**src/rtl/cfg_stream_loader.sv**
```systemverilog
// cfg_stream_loader: fetches NUM_FIELD-word cfg entries from memory into a 2-slot prefetch
// buffer and issues them on a valid/busy cfg port. Define CFG_LOADER_PERF_EN for stall_cycles.
module cfg_stream_loader #(
  parameter int PE_ROW    = 12,
  parameter int DWIDTH    = 16,
  parameter int AWIDTH    = 16,
  parameter int CWIDTH    = 64,
  parameter int NUM_FIELD = 4,
  parameter int CNTW      = 8
) (
  input  logic                        clk,
  input  logic                        rst,
  input  logic                        start,
  input  logic [AWIDTH-1:0]           start_base,
  input  logic [CNTW-1:0]             start_count,
  output logic                        ready,
  output logic                        done,
  output logic                        mem_rreq,
  output logic [AWIDTH-1:0]           mem_addr,
  input  logic [DWIDTH*PE_ROW-1:0]    mem_rdata,
  output logic                        cfg_valid,
  input  logic                        cfg_busy,
  output logic [NUM_FIELD*CWIDTH-1:0] cfg_data,
  output logic [CNTW-1:0]             cfg_index
`ifdef CFG_LOADER_PERF_EN
  ,
  output logic [31:0]                 stall_cycles
`endif
);
  localparam int MWIDTH = DWIDTH*PE_ROW;
  localparam int FW = (NUM_FIELD > 1) ? $clog2(NUM_FIELD) : 1;
  localparam logic [FW-1:0] LAST_FLD = FW'(NUM_FIELD-1);

  typedef enum logic [1:0] {F_IDLE, F_READ, F_HOLD} fstate_t;

  fstate_t                                state_q, state_d;
  logic                                   run_q, done_q;
  logic [AWIDTH-1:0]                      addr_q;
  logic [CNTW-1:0]                        cnt_q, req_cnt, iss_cnt;
  logic [FW-1:0]                          fld_q, rd_fld_q;
  logic                                   rd_vld_q, rd_slot_q;
  logic [1:0]                             full_q;
  logic [1:0][NUM_FIELD-1:0][CWIDTH-1:0]  slot_q;

  logic accept, xfer, rd_fire, last_fld, all_req, pend_one, last_iss;

  // Entry n lives in slot n[0]: fetch side writes slot req_cnt[0], issue side reads iss_cnt[0].
  assign ready     = !run_q;
  assign done      = done_q;
  assign accept    = start && ready && !done_q;
  assign rd_fire   = (state_q == F_READ);
  assign mem_rreq  = rd_fire;
  assign mem_addr  = addr_q;
  assign cfg_valid = full_q[iss_cnt[0]];
  assign cfg_data  = slot_q[iss_cnt[0]];
  assign cfg_index = iss_cnt;
  assign xfer      = cfg_valid && !cfg_busy;
  assign last_fld  = (fld_q == LAST_FLD);
  assign all_req   = ((req_cnt + CNTW'(1)) == cnt_q);
  assign pend_one  = ((req_cnt - iss_cnt) == CNTW'(1));
  assign last_iss  = (iss_cnt == (cnt_q - CNTW'(1)));

  if (MWIDTH > CWIDTH) begin : g_unused
    logic unused_hi;
    assign unused_hi = ^mem_rdata[MWIDTH-1:CWIDTH];
  end

  always_comb begin
    state_d = state_q;
    case (state_q)
      F_IDLE: if (accept && (start_count != '0)) state_d = F_READ;
      F_READ: if (rd_fire && last_fld) begin
        if (all_req)                  state_d = F_IDLE;
        // the other slot is still waiting for its transfer: park until it frees
        else if (pend_one && !xfer)   state_d = F_HOLD;
      end
      F_HOLD: if (xfer) state_d = F_READ;
      default: state_d = F_IDLE;
    endcase
  end

  always_ff @(posedge clk) begin
    if (rst) begin
      state_q   <= F_IDLE;
      run_q     <= 1'b0;
      done_q    <= 1'b0;
      addr_q    <= '0;
      cnt_q     <= '0;
      req_cnt   <= '0;
      iss_cnt   <= '0;
      fld_q     <= '0;
      rd_fld_q  <= '0;
      rd_vld_q  <= 1'b0;
      rd_slot_q <= 1'b0;
      full_q    <= '0;
    end else begin
      state_q   <= state_d;
      done_q    <= 1'b0;
      rd_vld_q  <= rd_fire;
      rd_fld_q  <= fld_q;
      rd_slot_q <= req_cnt[0];
      if (accept) begin
        addr_q  <= start_base;
        cnt_q   <= start_count;
        req_cnt <= '0;
        iss_cnt <= '0;
        fld_q   <= '0;
        run_q   <= (start_count != '0);
        done_q  <= (start_count == '0);
      end
      if (rd_fire) begin
        addr_q <= addr_q + AWIDTH'(1);
        fld_q  <= last_fld ? '0 : fld_q + FW'(1);
        if (last_fld) req_cnt <= req_cnt + CNTW'(1);
      end
      if (rd_vld_q && (rd_fld_q == LAST_FLD)) full_q[rd_slot_q] <= 1'b1;
      if (xfer) begin
        full_q[iss_cnt[0]] <= 1'b0;
        iss_cnt            <= iss_cnt + CNTW'(1);
        if (last_iss) begin
          run_q  <= 1'b0;
          done_q <= 1'b1;
        end
      end
    end
  end

  always_ff @(posedge clk) begin
    if (rst)           slot_q <= '0;
    else if (rd_vld_q) slot_q[rd_slot_q][rd_fld_q] <= mem_rdata[CWIDTH-1:0];
  end

`ifdef CFG_LOADER_PERF_EN
  always_ff @(posedge clk) begin
    if (rst || accept)                                   stall_cycles <= '0;
    else if (cfg_valid && cfg_busy && (stall_cycles != '1)) stall_cycles <= stall_cycles + 32'd1;
  end
`endif

endmodule

```
**config.mk**
```make
export PLATFORM = sky130hd
export DESIGN_NAME = cfg_stream_loader
export DESIGN_NICKNAME = d
export VERILOG_FILES = /design/src/rtl/cfg_stream_loader.sv
export SDC_FILE = /design/constraint.sdc
export NUM_CORES = 1
export LEC_CHECK = 0
export CELL_PAD_IN_SITES_DETAIL_PLACEMENT = 2
export CELL_PAD_IN_SITES_GLOBAL_PLACEMENT = 2
export CORE_ASPECT_RATIO = 0.9
export CORE_MARGIN = 3
export CORE_UTILIZATION = 29
export CTS_CLUSTER_SIZE = 12
export DETAILED_ROUTE_END_ITERATION = 10
export MAX_ROUTING_LAYER = met4
export PLACE_DENSITY = 0.89
export SYNTH_ARGS = -nofsm -noshare
export SYNTH_HDL_FRONTEND = slang
export SYNTH_SLANG_ARGS = --single-unit
```
**constraint.sdc**
```tcl
create_clock -name clk -period 3.3 [get_ports clk]
set_input_delay 0.66 -clock clk [delete_from_list [all_inputs] [get_ports clk]]
set_output_delay 0.66 -clock clk [all_outputs]
set_load 0.02 [all_outputs]
```
==> results of run 1 <==
power breakdown:
| group | total [uW] | switching (uW) | internal, uW |
|---|---|---|---|
| Combinational | 1310 | 821 | 489 |
| Clock | 7670 | 3120 | 4560 |
| Sequential | 7020 | 101 | 6920 |
through the flow:
step | area [um2] | setup WS, ns | total power, uW
2_1_floorplan | 23900 | 0.786 | 7850
3_3_place_gp | 28500 | 0.636 | 8420
3_5_place_dp | 28500 | 0.503 | 8470
4_1_cts | 30800 | 0.0166 | 16200
5_1_grt | 30800 | 0.0192 | 16600
6_report | 30800 | 0.0685 | 16000
what timing repair did:
item,4_1_cts,5_1_grt
hold buffers,0,0
gates resized for setup,0,1
setup endpoints to repair,0,6
buffers inserted,0,0
critical path: stages (launching register included):
cell and delay [ns]:
sky130_fd_sc_hd__dfxtp_4 0.38, sky130_fd_sc_hd__buf_12 0.17, sky130_fd_sc_hd__buf_12 0.34, sky130_fd_sc_hd__mux2_2 0.39, sky130_fd_sc_hd__clkdlybuf4s50_1 0.61
how the worst min path moves through the flow:
stage                           start     endpoint  slack [ns]  cells after the start
after floorplan           slot_q[256]  slot_q[256]        0.43                      2
after global placement    slot_q[382]  slot_q[382]        0.44                      2
after detailed placement  slot_q[352]  slot_q[352]        0.45                      2
after CTS                 slot_q[320]  slot_q[320]        0.46                      2
after global routing      slot_q[428]  slot_q[428]        0.47                      2
final                      slot_q[81]   slot_q[81]        0.45                      2
state kept, by name (all words and copies together) (netlist names):
| name | count |
|---|---|
| slot_q | 512 |
| mem_addr | 16 |
| cfg_index | 8 |
| cnt_q | 8 |
| req_cnt | 8 |
| fld_q | 2 |
| full_q | 2 |
| rd_fld_q | 2 |
| state_q | 2 |
| done | 1 |
| rd_slot_q | 1 |
| rd_vld_q | 1 |
| run_q | 1 |
logic make-up after synthesis:
| logic type | after synthesis | share of synthesized area |
|---|---|---|
| xor gates and xnor gates | 26 | 0.00953 |
| and+or+nand+nor | 1214 | 0.199 |
| adders and majority gates | 13 | 0.00712 |
| AOI/OAI and AO/OA | 614 | 0.134 |
| buffers and inverters | 296 | 0.0553 |
| muxes | 259 | 0.122 |
| DFF | 564 | 0.473 |
metal layers:
metal,up-vias,GRT usage
li1,10300,-
met4,0,0.0769
met2,524,0.401
met1,11400,0.286
met3,170,0.0330
met5,-,-
cell type report:
cell class              count  area [um2]  share of cell area
diodes                      2        5.00            0.000162
clock buffers              96        2040              0.0662
clock inverters            24         246             0.00800
inverters                  21        78.8             0.00256
multi-input cells        2126       11400               0.370
flip-flops and latches    564       11300               0.367
well taps                1060        1330              0.0431
repair buffers            430        4410               0.143
synthesized netlist by cell type (12+ instances only):
cell                       count
sky130_fd_sc_hd__clkbuf_2     14
sky130_fd_sc_hd__mux2_2      256
sky130_fd_sc_hd__dfxtp_1     564
sky130_fd_sc_hd__xnor2_1      17
sky130_fd_sc_hd__nor3_1       16
sky130_fd_sc_hd__buf_4        50
sky130_fd_sc_hd__nor2_1       53
sky130_fd_sc_hd__ha_1         12
sky130_fd_sc_hd__o21ai_0      15
sky130_fd_sc_hd__clkbuf_1    195
sky130_fd_sc_hd__inv_1        21
sky130_fd_sc_hd__nand3_1      21
sky130_fd_sc_hd__a21oi_1     559
sky130_fd_sc_hd__nand2_1    1072
sky130_fd_sc_hd__buf_1        13
==> reports/qor.tcl, run 1 <==
set qor(run_status) {finished, final reports clean}
set qor(floorplan.rows) 99
set qor(die_width_um) 309
set qor(r2r_slack_ns) 0.62
set qor(worstSetupPathType) {flop to output port}
set qor(globalRouteTotalUtil) 0.235
set qor(timing.max_cap.violations) 0
set qor(startpoint) {cfg_index[0]}
set qor(async_flop_share) 0
set qor(r2r_cells) 8
set qor(core-area_um2) 81400
set qor(hold_class) {flop to flop}
set qor(most_frequent_standard_cell_in_the_layout_excluding_fill_and_tap_cells) {sky130_fd_sc_hd__nand2_1}
set qor(ctsRootBufferMaster) {sky130_fd_sc_hd__clkbuf_16}
set qor(critPathMaxFanout) 61
set qor(yosys_warnings) 0
set qor(topRoutingLayerUsed) {met4}
set qor(rsz0062_at_grt) {no}
set qor(finalNetCount) 3444
set qor(signal_arrival_time_at_the_worst_endpoint_ns) 2.57
set qor(grt_first_pass_wirelength_um) 153000
set qor(worstReg2RegStart) {cfg_index[2]}
set qor(ys.flop_type) {sky130_fd_sc_hd__dfxtp_1}
set qor(final-hold-violation-count) 0
set qor(htreeDepth) 3
set qor(remaining_drc_errors) 0
set qor(numPlacedInstances) 4201
set qor(die_height_um) 278
set qor(timing.critical_path.required_ns) 2.64
set qor(post-dp-hpwl_um) 62400
set qor(power.density_nw_per_um2) 520
set qor(synth_cell_types) 55
set qor(period_share) 0.979
set qor(final_layout_size_suffix_gt1_frac) 0.137
set qor(critPathCaptureType) {output port}
set qor(drt_first_iter_violations) 1220
set qor(final-max-slew-violation-count) 0
set qor(wl_met2_um) 49600
set qor(synthDominantCellAreaShare) 0.473
set qor(drt-met1-wl_um) 43800
set qor(clk_pin_slew_ns) 0.06
set qor(largest_net_degree_at_the_start_of_global_routing) 93
set qor(route.detailed.vias_per_inst) 5.19
set qor(initial_core_util) 0.293
set qor(synthesis_to_finish_area_growth_pct) 29.0
set qor(synth_enable_flop_cells) 0
set qor(final_cells) 4323
set qor(latest_clock_arrival_within_the_worst_skew_pair_ns) 0.60
set qor(synth-seq-area-share) 0.473
set qor(maxClockFrequency_mhz) 309
set qor(syn_area_per_cell_um2) 8.00
set qor(postSynthCellCount) 2986
set qor(ys_top_cells_by_area) {sky130_fd_sc_hd__dfxtp_1 47%, sky130_fd_sc_hd__nand2_1 17%, sky130_fd_sc_hd__mux2_2 12%, sky130_fd_sc_hd__a21oi_1 12%, sky130_fd_sc_hd__clkbuf_1 3.1%}
set qor(die_area_um2) 85800
set qor(tritoncts.num_buffers) 68
set qor(nFillCells) 9080
set qor(final_setup_violations) 0
set qor(synth.net_count) 3219
set qor(gp_congestion) 0.769
set qor(numClockSinks) 564
set qor(drtPass1Iterations) 5
set qor(via_count) 22400
set qor(port-buffer-count) 375
set qor(tightestPinTransition_ns) 0.904
set qor(power.static_leakage_uw) 0.0105
set qor(post_drt_wl_per_cell_um) 23.2
set qor(ir_drop_uv) 402
set qor(final.setup.tns_ns) 0
set qor(worst_slew_margin_rel) 0.397
set qor(drtAntennaViolNets) 0
set qor(commonest_cells_after_routing_fill_and_taps_aside) {1069 x sky130_fd_sc_hd__nand2_1, 563 x sky130_fd_sc_hd__dfxtp_1, 559 x sky130_fd_sc_hd__a21oi_1}
set qor(ctsLongestPathBuffers) 3
set qor(regToRegEndpoint) {state_q[0]}
set qor(clock_skew_ns) 0.0245
set qor(grt_antenna_before_repair) 3
set qor(post-route-min-period_ns) 3.23
set qor(yosys_register_bits) 564
set qor(clock_tree_from_tritoncts) {yes}
set qor(final.hold.worst_slack_ns) 0.452
set qor(first_global_vias) 24800
set qor(worst_setup_path_end) {cfg_data[223]}
set qor(postRouteWirelength_um) 100000
set qor(syn-cell-area_um2) 23900
set qor(start_kind) {flop}
set qor(ioPinCount) 504
set qor(met3_length_um) 4010
set qor(utilization) 0.378
set qor(synth_largest_area_cell) {sky130_fd_sc_hd__dfxtp_1}
set qor(gr-total-overflow) 0
(Power assumes the default switching activity.)
==> run 2: changes to the inputs <==
--- a/config.mk
+++ b/config.mk
@@ -14,6 +14,7 @@
 export DETAILED_ROUTE_END_ITERATION = 10
 export MAX_ROUTING_LAYER = met4
 export PLACE_DENSITY = 0.89
+export SKIP_LAST_GASP = 1
 export SYNTH_ARGS = -nofsm -noshare
 export SYNTH_HDL_FRONTEND = slang
 export SYNTH_SLANG_ARGS = --single-unit
==> constraint.sdc (replaced) <==
create_clock -name clk -period 3.6 [get_ports clk]
set_input_delay 0.72 -clock clk [delete_from_list [all_inputs] [get_ports clk]]
set_output_delay 0.72 -clock clk [all_outputs]
set_load 0.02 [all_outputs]
==> run 2 against run 1 <==
Effect of this change:
- die area stayed put
- design area is 0.41% lower
- wire length is 0.53% lower
- clock power is 12% lower
- cell count is 0.21% higher
- sequential share of layout area is 0.15 points higher
- sequential cell count stayed put
- power is 10% lower
- core utilization is 0.16 points lower
==> reports/qor.tcl, run 2 (synthesis results as in run 1) <==
set qor(post_cts_buffers) 0 ;# unchanged
set qor(ir_drop_uv) 284 ;# -29%
set qor(via_count) 22400 ;# -0.036%
set qor(ctsRootBufferMaster) {sky130_fd_sc_hd__clkbuf_16}
set qor(remaining_drc_errors) 0 ;# unchanged
set qor(r2r_cells) 8 ;# unchanged
set qor(final-hold-violation-count) 0 ;# unchanged
set qor(final_setup_violations) 0 ;# unchanged
set qor(rsz0062_at_grt) {no}
set qor(cts_repair_resize_count) 0 ;# unchanged
set qor(drtAntennaViolNets) 0 ;# unchanged
set qor(floorplan.rows) 99 ;# unchanged
set qor(hold_class) {flop to flop}
set qor(numPlacedInstances) 4210 ;# +0.21%
set qor(crit_family) {buffers and inverters}
set qor(final_cells) 4332 ;# +0.21%
set qor(tightestPinTransition_ns) 0.981 ;# +0.0774 ns
set qor(timing.max_cap.violations) 0 ;# unchanged
set qor(final.hold.worst_slack_ns) 0.455 ;# +0.00226 ns
set qor(r2r_slack_ns) 0.87 ;# +0.25 ns
set qor(latest_clock_arrival_within_the_worst_skew_pair_ns) 0.61 ;# about the same
set qor(timing.critical_path.slowest_stage_cell) {sky130_fd_sc_hd__clkdlybuf4s50_1}
set qor(synthesis_to_finish_area_growth_pct) 28.4
set qor(most_flops_register) {slot_q}
set qor(worst_hold_startpoint) {slot_q[97]}
set qor(ctsLongestPathBuffers) 3 ;# unchanged
set qor(postRouteWirelength_um) 99900 ;# -0.53%
set qor(power.static_leakage_uw) 0.0105 ;# -0.37%
set qor(ioPinCount) 504 ;# unchanged
set qor(worst_slew_margin_rel) 0.346 ;# -0.0516
set qor(drt_first_iter_violations) 1057 ;# -13%
set qor(post-dp-hpwl_um) 63000 ;# +0.88%
set qor(signal_arrival_time_at_the_worst_endpoint_ns) 2.63 ;# +0.06 ns
set qor(die_width_um) 309 ;# unchanged
set qor(die_area_um2) 85800 ;# unchanged
set qor(sequence_of_cells_on_the_critical_path) {buf_12 -> buf_4 -> mux2_2 -> clkdlybuf4s50_1}
set qor(port-buffer-count) 375 ;# unchanged
set qor(worstReg2RegStart) {cfg_index[2]}
set qor(holdPathEnd) {slot_q[97]}
set qor(timing.critical_path.required_ns) 2.88 ;# +0.24 ns
set qor(clk_pin_slew_ns) 0.06 ;# about the same
set qor(run_status) {finished, final reports clean}
set qor(final.setup.tns_ns) 0 ;# unchanged
set qor(critical_path_depth) 4 ;# unchanged
set qor(period_share) 0.932
set qor(numClockSinks) 564 ;# unchanged
set qor(core-area_um2) 81400 ;# unchanged
set qor(gr-total-overflow) 0 ;# unchanged
set qor(gp_congestion) 0.782 ;# +1.7%
set qor(start_kind) {flop}
set qor(worstSetupPathType) {flop to output port}
set qor(slowest_delay_ns) 0.59 ;# -0.02 ns
set qor(clock_skew_ns) 0.0254 ;# +0.000888 ns
set qor(commonest_cells_after_routing_fill_and_taps_aside) {1069 x sky130_fd_sc_hd__nand2_1, 563 x sky130_fd_sc_hd__dfxtp_1, 559 x sky130_fd_sc_hd__a21oi_1}
set qor(critPathMaxFanout) 22 ;# -64%
set qor(utilization) 0.377 ;# -0.00155
set qor(power.density_nw_per_um2) 469 ;# -9.8%
set qor(largest_net_degree_at_the_start_of_global_routing) 85 ;# -8.6%
set qor(largest_register_ffs) 512 ;# unchanged
set qor(post_drt_wl_per_cell_um) 23.1 ;# -0.74%
set qor(initial_core_util) 0.293 ;# unchanged
set qor(cp.buffers_inverters) 3 ;# unchanged
set qor(tritoncts.num_buffers) 66 ;# -2.9%
set qor(cts.hold.buffers_added) 0 ;# unchanged
set qor(drtPass1Iterations) 5 ;# unchanged
set qor(die_height_um) 278 ;# unchanged
set qor(finalNetCount) 3451 ;# +0.20%
set qor(route.detailed.vias_per_inst) 5.17 ;# -0.24%
set qor(stdcell_area_um2) 30700 ;# -0.41%
set qor(critPathCaptureType) {output port}
set qor(grt_antenna_before_repair) 5 ;# +2
set qor(globalRouteTotalUtil) 0.235 ;# -0.000323
set qor(placedInstanceArea_um2) 28500 ;# about the same
set qor(htreeDepth) 3 ;# unchanged
set qor(whs_path_depth) 2 ;# unchanged
set qor(regToRegEndpoint) {state_q[1]}
set qor(post-route-min-period_ns) 3.35
set qor(grt_first_pass_wirelength_um) 153000 ;# -0.23%
set qor(clock_tree_from_tritoncts) {yes}
set qor(final_layout_size_suffix_gt1_frac) 0.136 ;# -0.000600
set qor(first_global_vias) 25100 ;# +1.3%
set qor(most_frequent_standard_cell_in_the_layout_excluding_fill_and_tap_cells) {sky130_fd_sc_hd__nand2_1}
set qor(maxClockFrequency_mhz) 298
set qor(final-max-slew-violation-count) 0 ;# unchanged
## run 2: changes by cell type in the layout (fill, tap and decap cells not counted), sizes merged
cell | previous run | this run
bufinv | 3 | 1
clkinv | 16 | 14
clkbuf | 96 | 97
diode | 2 | 4
clkinvlp | 1 | 2
buf | 56 | 65
## run 2: routing by layer
layer	up-vias	global-route usage	wire length, um
met2	529	0.410	50200
li1	10300	-	-
met3	177	0.0330	3880
met5	-	-	0
met4	0	0.0821	3230
met1	11400	0.275	42600
## run 2: how the worst max path moves through the flow
stage	start	to	slack (ns)
2_1_floorplan	cfg_index[0]	cfg_data[248]	1.06
3_3_place_gp	start	state_q[1]	0.75
3_5_place_dp	start	state_q[1]	0.67
4_1_cts	cfg_index[0]	cfg_data[30]	0.17
5_1_grt	cfg_index[0]	cfg_data[30]	0.14
6_report	cfg_index[0]	cfg_data[30]	0.25
## run 2: final cells by class
cell class | count | area, um2
fillers | 9054 | 50700
flip-flops and latches | 564 | 11300
inverters | 21 | 78.8
clock buffers | 97 | 1950
diodes | 4 | 10.0
well taps | 1060 | 1330
repair buffers | 439 | 4390
multi-input cells | 2126 | 11400
clock inverters | 21 | 228
## run 2: through the flow
step / total power (uW) / worst slack [ns]
global placement: 7710 / 0.749
finish: 14400 / 0.246
global route: 14900 / 0.137
floorplan: 7190 / 1.06
detailed placement: 7750 / 0.673
CTS: 14500 / 0.170
## run 2: tightest hold or removal path: cells and delay by family, from the launching register on
family / cells / cell delay (ns)
AOI/OAI and AO/OA: 1 / 0.05
and+or+nand+nor: 1 / 0.05
DFF: 1 / 0.30
## run 2: where the power goes
group / internal, uW / switching (uW)
registers: 6350 / 90.8
logic: 443 / 753
clock network: 3880 / 2860
total: 10700 / 3710
==> run 3: changes to the inputs <==
--- a/config.mk
+++ b/config.mk
@@ -10,10 +10,12 @@
 export CORE_ASPECT_RATIO = 0.9
 export CORE_MARGIN = 3
 export CORE_UTILIZATION = 29
+export CTS_BUF_LIST = sky130_fd_sc_hd__clkbuf_16
 export CTS_CLUSTER_SIZE = 12
 export DETAILED_ROUTE_END_ITERATION = 10
 export MAX_ROUTING_LAYER = met4
-export PLACE_DENSITY = 0.89
+export PLACE_DENSITY_LB_ADDON = 0.1
+export RECOVER_POWER = 100
 export SKIP_LAST_GASP = 1
 export SYNTH_ARGS = -nofsm -noshare
 export SYNTH_HDL_FRONTEND = slang
==> run 3 against run 2 <==
Effect of this change:
- the run now ends with capacitance limit, slew limit left
- maximum frequency shrank 3.2%
- register-to-register slack lost 0.49 ns
- via count shrank 2.4%
- design area shrank 1.8%
- die area is the same
- highest routed layer unchanged
- power shrank 4.1%
- core utilization shrank 0.67 points
- wire length shrank 2.2%
==> reports/qor.tcl, run 3 (synthesis results as in run 1) <==
set qor(netSwitchingPower_uw) 3550 ;# -4.2%
set qor(largest_register_ffs) 512 ;# unchanged
set qor(numClockSinks) 564 ;# unchanged
set qor(drtPass1Iterations) 5 ;# unchanged
set qor(htreeDepth) 3 ;# unchanged
set qor(critPathCaptureType) {output port}
set qor(worstSetupPathType) {flop to output port}
set qor(signal_arrival_time_at_the_worst_endpoint_ns) 2.75 ;# +0.12 ns
set qor(hold_class) {flop to flop}
set qor(cts_repair_resize_count) 0 ;# unchanged
set qor(core-area_um2) 81400 ;# unchanged
set qor(power.density_nw_per_um2) 458 ;# -2.4%
set qor(commonest_cells_after_routing_fill_and_taps_aside) {1071 x sky130_fd_sc_hd__nand2_1, 563 x sky130_fd_sc_hd__dfxtp_1, 559 x sky130_fd_sc_hd__a21oi_1}
set qor(post_cts_buffers) 0 ;# unchanged
set qor(regToRegEndpoint) {slot_q[104]}
set qor(final-hold-violation-count) 0 ;# unchanged
set qor(failed_checks) {capacitance limit, slew limit}
set qor(tightestPinTransition_ns) 1.89 ;# +0.909 ns
set qor(route.detailed.vias_per_inst) 5.08 ;# -1.9%
set qor(initial_core_util) 0.293 ;# unchanged
set qor(ioPinCount) 504 ;# unchanged
set qor(sequence_of_cells_on_the_critical_path) {buf_6 -> mux2_2 -> dlygate4sd3_1}
set qor(post-route-min-period_ns) 3.47 ;# +0.112 ns
set qor(floorplan.rows) 99 ;# unchanged
set qor(post_drt_wl_per_cell_um) 22.7 ;# -1.7%
set qor(holdPathEnd) {slot_q[99]}
set qor(postRouteWirelength_um) 97700 ;# -2.2%
set qor(port-buffer-count) 375 ;# unchanged
set qor(crit_family) {buffers and inverters}
set qor(maxClockFrequency_mhz) 289 ;# -3.2%
set qor(largest_net_degree_at_the_start_of_global_routing) 113 ;# +33%
set qor(ctsLongestPathBuffers) 3 ;# unchanged
set qor(gp_congestion) 0.771 ;# -1.4%
set qor(timing.critical_path.slowest_stage_cell) {sky130_fd_sc_hd__dlygate4sd3_1}
set qor(clock_skew_ns) 0.0272 ;# +0.00183 ns
set qor(p_clk_frac) 0.453 ;# -0.016
set qor(globalRouteTotalUtil) 0.230 ;# -0.00486
set qor(power.sequential.fraction) 0.467 ;# +0.019
set qor(remaining_drc_errors) 0 ;# unchanged
set qor(drtAntennaViolNets) 0 ;# unchanged
set qor(period_share) 0.963 ;# +0.0310
set qor(share_comb_of_total_power) 0.081 ;# -0.002
set qor(most_frequent_standard_cell_in_the_layout_excluding_fill_and_tap_cells) {sky130_fd_sc_hd__nand2_1}
set qor(grt_antenna_before_repair) 5 ;# unchanged
set qor(timing.max_cap.violations) 4 ;# +4
set qor(cell_internal_pwr_uw) 10200 ;# -4.1%
set qor(finalNetCount) 3431 ;# -0.58%
set qor(final.setup.tns_ns) 0 ;# unchanged
set qor(drt_first_iter_violations) 908 ;# -14%
set qor(rsz0062_at_grt) {no}
set qor(final_setup_violations) 0 ;# unchanged
set qor(latest_clock_arrival_within_the_worst_skew_pair_ns) 0.61 ;# about the same
set qor(final.hold.worst_slack_ns) 0.455 ;# -0.0000360 ns
set qor(final_layout_size_suffix_gt1_frac) 0.120 ;# -0.0169
set qor(ir_drop_uv) 271 ;# -4.6%
set qor(power.switching_fraction) 0.258 ;# about the same
set qor(cts.hold.buffers_added) 0 ;# unchanged
set qor(drt-met1-wl_um) 42500 ;# -0.35%
set qor(r2r_slack_ns) 0.38 ;# -0.49 ns
set qor(cp.buffers_inverters) 2 ;# -1
set qor(start_kind) {flop}
set qor(worstReg2RegStart) {rd_vld_q}
set qor(post-dp-hpwl_um) 62700 ;# -0.43%
set qor(met3_length_um) 3290 ;# -15%
set qor(ctsRootBufferMaster) {sky130_fd_sc_hd__clkbuf_16}
set qor(slowest_delay_ns) 0.65 ;# +0.06 ns
set qor(worst_hold_startpoint) {slot_q[99]}
set qor(die_height_um) 278 ;# unchanged
set qor(final-max-slew-violation-count) 218 ;# +218
set qor(worst_slew_margin_rel) -0.260 ;# -0.606
set qor(critPathMaxFanout) 44 ;# +100%
set qor(timing.critical_path.required_ns) 2.88 ;# about the same
set qor(die_width_um) 309 ;# unchanged
set qor(run_status) {finished with violations}
set qor(die_area_um2) 85800 ;# unchanged
set qor(wl_met2_um) 49900 ;# -0.58%
set qor(most_flops_register) {slot_q}
set qor(synthesis_to_finish_area_growth_pct) 26.2
set qor(power.static_leakage_uw) 0.0109 ;# +4.1%
set qor(r2r_cells) 5 ;# -3
set qor(topRoutingLayerUsed) {met4}
set qor(via_count) 21900 ;# -2.4%
set qor(grt_first_pass_wirelength_um) 148000 ;# -3.0%
set qor(clk_pin_slew_ns) 0.06 ;# about the same
set qor(clock_tree_from_tritoncts) {yes}
set qor(first_global_vias) 24600 ;# -2.2%
set qor(tritoncts.num_buffers) 67 ;# +1.5%
set qor(whs_path_depth) 2 ;# unchanged
set qor(gr-total-overflow) 0 ;# unchanged
[run 3: changes by cell type in the layout (fill, tap and decap cells not counted), sizes merged]
cell | previous run | this run
clkdlybuf4s50 | 374 | 176
dlygate4sd3 | 0 | 198
buf | 65 | 23
clkinv | 14 | 31
inv | 25 | 38
clkbuf | 97 | 89
clkinvlp | 2 | 0
diode | 4 | 3
[run 3: stage by stage]
step | power (uW) | instance area (um2) | std cells | setup WS [ns] | util
floorplan | 7190 | 23900 | 2986 | 1.06 | -
global placement | 7710 | 28400 | 4189 | 0.793 | 0.349
detailed placement | 7750 | 28400 | 4189 | 0.754 | 0.349
CTS | 14100 | 30400 | 4306 | 0.156 | 0.373
global route | 14400 | 30100 | 4309 | 0.0553 | 0.370
finish | 13800 | 30100 | 4309 | 0.134 | 0.370
[run 3: worst max-delay path by stage]
stage | from | to | slack, ns | cells past startpoint
floorplan | cfg_index[0] | cfg_data[248] | 1.06 | 4
global placement | start | mem_addr[12] | 0.79 | 8
detailed placement | start | mem_addr[12] | 0.75 | 8
CTS | cfg_index[0] | cfg_data[3] | 0.16 | 3
global route | cfg_index[0] | cfg_data[110] | 0.06 | 3
finish | cfg_index[0] | cfg_data[164] | 0.13 | 3
[run 3: cell type report]
type	count	area [um2]
Antenna cell	3	7.51
Multi-Input combinational cell	2126	11300
Fill cell	9047	51200
Inverter	21	78.8
Clock buffer	68	1700
Tap cell	1060	1330
Clock inverter	49	267
Timing Repair Buffer	418	4120
Sequential cell	564	11300
[run 3: tightest hold or removal path, delay by kind of cell, from the launching register on]
kind	cells	cell delay (ns)
compound gates	1	0.05
flops	1	0.31
simple gates	1	0.05
[run 3: power groups by stage]
stage | sequential (uW) | combinational, uW | clock, uW
2_1_floorplan | 6550 | 640 | 0
3_3_place_gp | 6560 | 1150 | 0
3_5_place_dp | 6570 | 1180 | 0
4_1_cts | 6430 | 1180 | 6460
5_1_grt | 6440 | 1210 | 6720
6_report | 6430 | 1110 | 6240
[run 3: routing by layer]
layer | GRT usage | vias up
met5 | - | -
met4 | 0.0566 | 0
met1 | 0.272 | 11200
met3 | 0.0337 | 131
li1 | - | 10200
met2 | 0.408 | 339
